File: src/rtl/constants.sv
// Shared RV32 decode constants and the decoded-instruction record used by the
// decode queue and the execute stage.
package constants;

    // Major opcodes (inst[6:0]); all legal 32-bit encodings end in 2'b11.
    localparam logic [6:0] OPC_LOAD     = 7'b0000011;
    localparam logic [6:0] OPC_MISC_MEM = 7'b0001111;
    localparam logic [6:0] OPC_OP_IMM   = 7'b0010011;
    localparam logic [6:0] OPC_AUIPC    = 7'b0010111;
    localparam logic [6:0] OPC_STORE    = 7'b0100011;
    localparam logic [6:0] OPC_OP       = 7'b0110011;
    localparam logic [6:0] OPC_LUI      = 7'b0110111;
    localparam logic [6:0] OPC_BRANCH   = 7'b1100011;
    localparam logic [6:0] OPC_JALR     = 7'b1100111;
    localparam logic [6:0] OPC_JAL      = 7'b1101111;
    localparam logic [6:0] OPC_SYSTEM   = 7'b1110011;

    // funct7 values that select base, alternate (sub/sra) and M-extension ops.
    localparam logic [6:0] F7_BASE   = 7'b0000000;
    localparam logic [6:0] F7_ALT    = 7'b0100000;
    localparam logic [6:0] F7_MULDIV = 7'b0000001;

    // One fully decoded instruction as held in the queue.
    typedef struct packed {
        logic [31:0] pc;
        logic [6:0]  opcode;
        logic [2:0]  funct3;
        logic [6:0]  funct7;
        logic [4:0]  rd;
        logic [4:0]  rs1;
        logic [4:0]  rs2;
        logic [31:0] imm;
        logic        illegal;
    } decoded_inst_t;

    // Flags encodings that are not legal RV32I (plus M when enable_m is set).
    function automatic logic decode_illegal(input logic [31:0] inst, input logic enable_m);
        logic [6:0] opc;
        logic [2:0] f3;
        logic [6:0] f7;
        logic       ill;
        opc = inst[6:0];
        f3  = inst[14:12];
        f7  = inst[31:25];
        ill = (inst[1:0] != 2'b11);
        case (opc)
            OPC_LOAD: begin
                if (f3 == 3'b011 || f3 == 3'b110 || f3 == 3'b111) ill = 1'b1;
            end
            OPC_MISC_MEM, OPC_AUIPC, OPC_LUI, OPC_JAL, OPC_SYSTEM: begin
            end
            OPC_OP_IMM: begin
                // Shift-immediates reuse funct7 as an encoding qualifier.
                if (f3 == 3'b001 && f7 != F7_BASE) ill = 1'b1;
                if (f3 == 3'b101 && f7 != F7_BASE && f7 != F7_ALT) ill = 1'b1;
            end
            OPC_STORE: begin
                if (f3 >= 3'b011) ill = 1'b1;
            end
            OPC_OP: begin
                // Only add/sub and srl/sra have an alternate-funct7 form.
                if (f7 == F7_ALT && !(f3 == 3'b000 || f3 == 3'b101)) ill = 1'b1;
                if (f7 != F7_BASE && f7 != F7_ALT && !(enable_m && f7 == F7_MULDIV)) ill = 1'b1;
            end
            OPC_BRANCH: begin
                if (f3 == 3'b010 || f3 == 3'b011) ill = 1'b1;
            end
            OPC_JALR: begin
                if (f3 != 3'b000) ill = 1'b1;
            end
            default: ill = 1'b1;
        endcase
        return ill;
    endfunction

endpackage

File: src/rtl/immediate_generator.sv
// Combinational RV32 immediate extraction; formats chosen by opcode, unknown
// opcodes yield zero.
module immediate_generator
    import constants::*;
(
    input  logic [31:0] inst,
    output logic [31:0] imm
);

    // Select and sign-extend the immediate layout implied by the opcode.
    always_comb begin
        imm = '0;
        case (inst[6:0])
            OPC_LOAD, OPC_OP_IMM, OPC_JALR, OPC_SYSTEM:
                imm = {{20{inst[31]}}, inst[31:20]};
            OPC_STORE:
                imm = {{20{inst[31]}}, inst[31:25], inst[11:7]};
            OPC_BRANCH:
                imm = {{19{inst[31]}}, inst[31], inst[7], inst[30:25], inst[11:8], 1'b0};
            OPC_LUI, OPC_AUIPC:
                imm = {inst[31:12], 12'b0};
            OPC_JAL:
                imm = {{11{inst[31]}}, inst[31], inst[19:12], inst[20], inst[30:21], 1'b0};
            default:
                imm = '0;
        endcase
    end

endmodule

File: src/rtl/instruction_decode_queue.sv
// Decodes fetched RV32 instructions and buffers the records in a DEPTH-entry
// FIFO for the execute stage. Flush drops everything, including a same-cycle push.
//
// Handshake: a transfer happens on a rising clock edge where valid && ready.
// in_ready depends only on the fill level (never on out_ready); out_* are
// stable while out_valid && !out_ready.
module instruction_decode_queue
    import constants::*;
#(
    parameter int DEPTH    = 2,
    parameter bit ENABLE_M = 1'b1
) (
    input  logic        clock,
    input  logic        reset,
    input  logic        flush,
    input  logic        in_valid,
    output logic        in_ready,
    input  logic [31:0] in_inst,
    input  logic [31:0] in_pc,
    output logic        out_valid,
    input  logic        out_ready,
    output logic [31:0] out_pc,
    output logic [6:0]  out_opcode,
    output logic [2:0]  out_funct3,
    output logic [6:0]  out_funct7,
    output logic [4:0]  out_rd,
    output logic [4:0]  out_rs1,
    output logic [4:0]  out_rs2,
    output logic [31:0] out_imm,
    output logic        out_illegal
);

    localparam int PTR_W = $clog2(DEPTH);

    typedef logic [PTR_W-1:0] ptr_t;
    typedef logic [PTR_W:0]   cnt_t;

    localparam cnt_t FULL_COUNT = cnt_t'(DEPTH);

    decoded_inst_t mem [DEPTH];
    ptr_t          wr_ptr;
    ptr_t          rd_ptr;
    cnt_t          count;

    decoded_inst_t dec;
    decoded_inst_t head;
    logic [31:0]   dec_imm;
    logic          push;
    logic          pop;

    immediate_generator u_immediate_generator (
        .inst (in_inst),
        .imm  (dec_imm)
    );

    // Build the record for the incoming instruction.
    always_comb begin
        dec         = '0;
        dec.pc      = in_pc;
        dec.opcode  = in_inst[6:0];
        dec.funct3  = in_inst[14:12];
        dec.funct7  = in_inst[31:25];
        dec.rd      = in_inst[11:7];
        dec.rs1     = in_inst[19:15];
        dec.rs2     = in_inst[24:20];
        dec.imm     = dec_imm;
        dec.illegal = decode_illegal(in_inst, ENABLE_M);
    end

    assign in_ready  = (count != FULL_COUNT);
    assign out_valid = (count != cnt_t'(0));
    assign push      = in_valid && in_ready;
    assign pop       = out_valid && out_ready;

    // Pointer, count and storage update; flush wins over push and pop.
    always_ff @(posedge clock or posedge reset) begin
        if (reset) begin
            wr_ptr <= '0;
            rd_ptr <= '0;
            count  <= '0;
            for (int i = 0; i < DEPTH; i++) begin
                mem[i] <= '0;
            end
        end else if (flush) begin
            wr_ptr <= '0;
            rd_ptr <= '0;
            count  <= '0;
        end else begin
            if (push) begin
                mem[wr_ptr] <= dec;
                wr_ptr      <= wr_ptr + 1'b1;
            end
            if (pop) begin
                rd_ptr <= rd_ptr + 1'b1;
            end
            case ({push, pop})
                2'b10:   count <= count + 1'b1;
                2'b01:   count <= count - 1'b1;
                default: count <= count;
            endcase
        end
    end

    assign head        = mem[rd_ptr];
    assign out_pc      = head.pc;
    assign out_opcode  = head.opcode;
    assign out_funct3  = head.funct3;
    assign out_funct7  = head.funct7;
    assign out_rd      = head.rd;
    assign out_rs1     = head.rs1;
    assign out_rs2     = head.rs2;
    assign out_imm     = head.imm;
    assign out_illegal = head.illegal;

endmodule

File: config.mk
export PLATFORM = sky130hd
export DESIGN_NAME = instruction_decode_queue
export DESIGN_NICKNAME = d
export VERILOG_FILES = /design/src/rtl/constants.sv /design/src/rtl/immediate_generator.sv /design/src/rtl/instruction_decode_queue.sv
export SDC_FILE = /design/constraint.sdc
export NUM_CORES = 1
export LEC_CHECK = 0
export ABC_AREA = 1
export BUFFER_PORTS_ARGS = -buffer_cell sky130_fd_sc_hd__buf_2
export CAP_MARGIN = 20
export CORE_MARGIN = 2
export CORE_UTILIZATION = 40
export CTS_CLUSTER_SIZE = 28
export DETAILED_ROUTE_END_ITERATION = 10
export PLACE_DENSITY_LB_ADDON = 0.08
export SLEW_MARGIN = 20
export SYNTH_ARGS = -nofsm -noshare
export SYNTH_HDL_FRONTEND = slang
export SYNTH_HIERARCHICAL = 1
export SYNTH_SLANG_ARGS = --single-unit
export TNS_END_PERCENT = 1
File: constraint.sdc
create_clock -name clock -period 9.55 [get_ports clock]
set_clock_uncertainty 0.15 [all_clocks]
set_input_delay 0.955 -clock clock [delete_from_list [all_inputs] [get_ports clock]]
set_output_delay 0.955 -clock clock [all_outputs]
set_load 0.01 [all_outputs]
After elaboration in Yosys (flattened, before gate mapping)

Index checks and enable logic that the tools add are counted.

Bits in registers: 198
Output and inout bits: 99
Word-level logic and storage cells: 104

$add $sub $neg: 4
$lt $le $gt $ge: 4
Eq/ne operators: 24
Mux-type cells: 22
Bitwise operators: 3
Reduce and logical (&&, ||, !) cells: 26

Operators with widths:

| cell                                                                    | count |
|---|---|
| 97-bit 2-to-1 mux                                                       | 4 |
| 194-bit bitwise mux                                                     | 1 |
| 32-bit case mux with 5 select lines                                     | 1 |
| 97-bit demux with 1-bit select                                          | 1 |
| 7-bit by 6-bit equality test with 1-bit output, second input constant   | 4 |
| 7-bit equality test, second input constant                              | 4 |
| 7-bit by 5-bit equality test with 1-bit output, second input constant   | 2 |
| 1-bit 2-to-1 mux                                                        | 12 |
| 3-bit equality test, second input constant                              | 3 |
| 1-bit logical AND                                                       | 9 |
| 7-bit by 1-bit equality test with 1-bit output, second input constant   | 1 |
| 7-bit by 2-bit equality test with 1-bit output, second input constant   | 1 |
| 7-bit by 4-bit equality test with 1-bit output, second input constant   | 1 |
| 7-bit by 6-bit inequality test with 1-bit output, second input constant | 1 |
| 1-bit case mux with 7 select lines                                      | 1 |
| 7-bit nonzero test                                                      | 1 |
| 3-bit by 2-bit equality test with 1-bit output, second input constant   | 2 |
| 2-bit nonzero test                                                      | 3 |
| 3-bit nonzero test                                                      | 2 |
| 5-bit OR reduction                                                      | 1 |
| 2-bit greater-or-equal comparator, second input constant                | 2 |
| 1-bit logical OR                                                        | 4 |
| 2-bit inequality test, second input constant                            | 2 |
| 1-bit NOT with 2-bit output                                             | 2 |
| other kinds (16)                                                        | 18 |

Logic depth before layout (Yosys ltp)

Depth in word-level cells: 8
Gate-level depth with buffers: 11
Gate-level depth less buffers: 11

By module

Netlist, hierarchy kept.

Modules (own cells, without submodules):

| module                   | times used | cells an instance | area each (sq um) |
|---|---|---|---|
| instruction_decode_queue | 1          | 1130              | 8813.5 |
| immediate_generator      | 1          | 168               | 753.2 |

Worst setup path before layout

Ideal clock, no wire load.

Path type: reg-to-output
Start point: register rd_ptr
End point: output out_funct7[0]
Arrival time: 1.176 ns
Required time: 8.445 ns
Slack: 7.269 ns
Stages on the path, launching flop included: 6
Path buffers: 3
Cell sequence: dfrtp_1 > clkbuf_1 > clkbuf_1 > buf_2 > nand2_1 > nand2_1

Word-level cells in the longest chain between the ends: 4

RTL lines:

| element                                               | RTL line                        | RTL |
|---|---|---|
| start, declared                                       | instruction_decode_queue.sv:42  | `ptr_t rd_ptr;` |
| start signal, assigned                                | instruction_decode_queue.sv:94  | `rd_ptr <= rd_ptr + 1'b1;` |
| 1-bit NOT with 2-bit output (not written as such)     | instruction_decode_queue.sv:104 | `assign head = mem[rd_ptr];` |
| 97-bit 2-to-1 mux (not written as such) (3 in series) | instruction_decode_queue.sv:104 |  |
| end, declared                                         | instruction_decode_queue.sv:25  | `output logic [6:0] out_funct7,` |

Every way passes these cells. The select of a mux whose other input is x is not followed.

Worst setup path after layout

Start point: register rd_ptr
End point: output out_imm[14]

Word-level cells in the longest chain between the ends: 4

RTL lines:

| element                                               | RTL line                        | RTL |
|---|---|---|
| 1-bit NOT with 2-bit output (not written as such)     | instruction_decode_queue.sv:104 |  |
| 97-bit 2-to-1 mux (not written as such) (3 in series) | instruction_decode_queue.sv:104 |  |
| end, declared                                         | instruction_decode_queue.sv:29  | `output logic [31:0] out_imm,` |

Every way passes these cells. The select of a mux whose other input is x is not followed.

==> results.json <==
{
  "outcome": "completed",
  "antenna_found_initial": 1,
  "fmax_mhz": 269,
  "post_cts_buffers": 0,
  "dp_cells": 1723,
  "r2r_end": "mem[148]",
  "rsz0062_at_grt": "false",
  "clk_latency_ps": 430,
  "grt_pass1_wl_mm": 40.2,
  "power_density_nw_per_um2": 257,
  "min_path_type": "reg -> reg",
  "cts_tree": "yes",
  "synth.net_count": 1367,
  "ys_ff_latch": 198,
  "std_cell_rows": 56,
  "dr_wl_met3_mm": 1.04,
  "slowest_stage": "dfrtp_4",
  "clkTransAtPathRegs_ps": 80,
  "place_congestion": 0.870,
  "fillers": 2442,
  "grt_pass1_vias": 7714,
  "drive_gt1_share_pct": 16.0,
  "clock_path_buffers": 2,
  "hold_start": "mem[77]",
  "num_vias": 8276,
  "timing.rr.start": "count[0]",
  "fin_setup_tns_ps": 0,
  "whs_endpoint": "mem[77]",
  "slew_viol_final": 0,
  "reg2reg_depth": 8,
  "vias_per_cell": 4.71,
  "core_sq_um": 23500,
  "area_delta_synth_final_pct": 16.6,
  "cts_resized": 0,
  "required_ps": 8450,
  "yosysSeqAreaShare_pct": 51.8,
  "cp_data_arrival_time_ps": 2610,
  "antenna_left": 0,
  "power_leakage_nw": 6.07,
  "fp.dieW_um": 159,
  "critPathBufInv": 3,
  "hold_viol_final": 0,
  "route.detailed.drc": 0,
  "cp_common_cell": "nand2_1",
  "end_kind": "primary output",
  "period_share_pct": 38.9,
  "initial_utilization_pct": 40.8,
  "power_w": 0.00286,
  "slew_headroom_pct": 37.1,
  "io_buffers": 167,
  "max_stage_delay_ps": 700,
  "cts_hold_buf": 0,
  "syn_area_sq_um": 9570,
  "cap_violations": 0,
  "io_pins": 168,
  "htreeDepth": 4,
  "cp_top_family": "buffers and inverters",
  "drt_pre_antenna_iters": 5,
  "dieArea_sq_um": 25200,
  "fp.dieH_um": 159,
  "drt-met1-wl_mm": 12.8,
  "cts.sinks": 198,
  "crit_fanout": 58,
  "overflow": 0,
  "finalWirelength_mm": 25.1,
  "highest_layer": "met4",
  "num-nets-final": 1492,
  "avgSynthCellArea_sq_um": 7.37,
  "wl_met2_mm": 10.9,
  "path_class": "reg -> out",
  "ys_types": 24,
  "yosys_warnings": 6,
  "start_kind": "register",
  "drtIter0Drc": 576,
  "fin_crit_ps": 3710,
  "syn_inst": 1298,
  "tightest_slew_ps": 944,
  "track_usage_pct": 20.6,
  "cts_root_buf": "clkbuf_16",
  "ff2ff_setup_slack_ps": 6820,
  "setup_viol": 0,
  "instances_no_fill": 1756,
  "hpwlAfterDp_mm": 16.7,
  "cts_buffers": 17,
  "wl_per_cell_um": 14.3,
  "grt_max_degree": 127,
  "whs_path_depth": 2,
  "cp_cell_sequence": "inv_2, buf_4, nand2_1, nand2_1, buf_2",
  "max-vdd-ir-drop_mv": 0.118
}
## layout make-up
class                      instances  area [sq um]  share of cell area, %
timing repair buffer             174           892                   8.00
tap                              319           399                   3.58
antenna                            1          2.50                 0.0224
multi-input combinational        899          3800                   34.1
clock inverter                    14           143                   1.28
clock buffer                      18           439                   3.94
sequential                       198          4960                   44.5
inverter                         133           512                   4.59
## tightest hold or removal path, cell delays in order (launching register included)
cell	delay (ps)
dfrtp_1	350
nand2_1	50
nand2_1	50
## cell usage in the layout (no fill, tap or decap), types with 5 or more instances in the layout
cell,n
buf_2,167
buf_4,6
clkbuf_16,17
dfrtp_1,197
inv_1,126
inv_8,5
nand2_1,595
nand3_1,46
nor2_1,28
o21ai_0,149
o21ai_1,57
## logic make-up after synthesis
logic type / share of synthesized area, %
flip-flops: 51.8
buffers and inverters: 8.44
AND/OR/NAND/NOR: 28.8
AO/OA/AOI/OAI: 11.0
## routing by layer
metal	track usage (%)	vias to the layer above
met5	0	-
li1	-	4248
met1	31.3	3829
met4	6.01	0
met2	30.3	174
met3	3.27	25
## power by group
group | total [W] | switching [W] | internal [W] | leakage (nW)
logic | 0.000869 | 0.000549 | 0.000320 | 3.23
clock network | 0.000712 | 0.000356 | 0.000355 | 0.284
registers | 0.00128 | 0.000154 | 0.00113 | 2.55
## cells in the mapped netlist, drive strengths merged
master | number | area [sq um]
a21oi | 1 | 5.00
a22oi | 1 | 7.51
buf | 30 | 165
clkbuf | 38 | 143
dfrtp | 198 | 4950
inv | 133 | 499
nand2 | 603 | 2300
nand3 | 47 | 240
nand4 | 1 | 6.26
nor2 | 33 | 151
nor3 | 6 | 52.6
o21ai | 206 | 1030
o21bai | 1 | 7.51
## flip-flops by register name, indices dropped and copies added, names as in the netlist
name / cells
rd_ptr: 1
count: 2
mem: 194
wr_ptr: 1
## stage by stage
stage / instance area, sq um / setup slack (ps) / hold WS, ps / utilization, %
finish: 11200 / 5840 / 322 / 47.5
global route: 11100 / 5660 / 346 / 47.5
CTS: 11100 / 5810 / 327 / 47.5
detailed placement: 10600 / 6150 / 308 / 45.0
global placement: 10600 / 6240 / 304 / 45.0
floorplan: 9570 / 3050 / 292 / -
## worst max path at each step
stage	depth (start not counted)	startpoint	endpoint
2_1_floorplan	1	reset	count[0]
3_3_place_gp	7	in_valid	mem[10]
3_5_place_dp	7	in_valid	mem[7]
4_1_cts	5	rd_ptr	out_imm[14]
5_1_grt	5	rd_ptr	out_funct7[1]
6_report	5	rd_ptr	out_imm[14]
No activity file was read; power rests on OpenSTA's default activity.
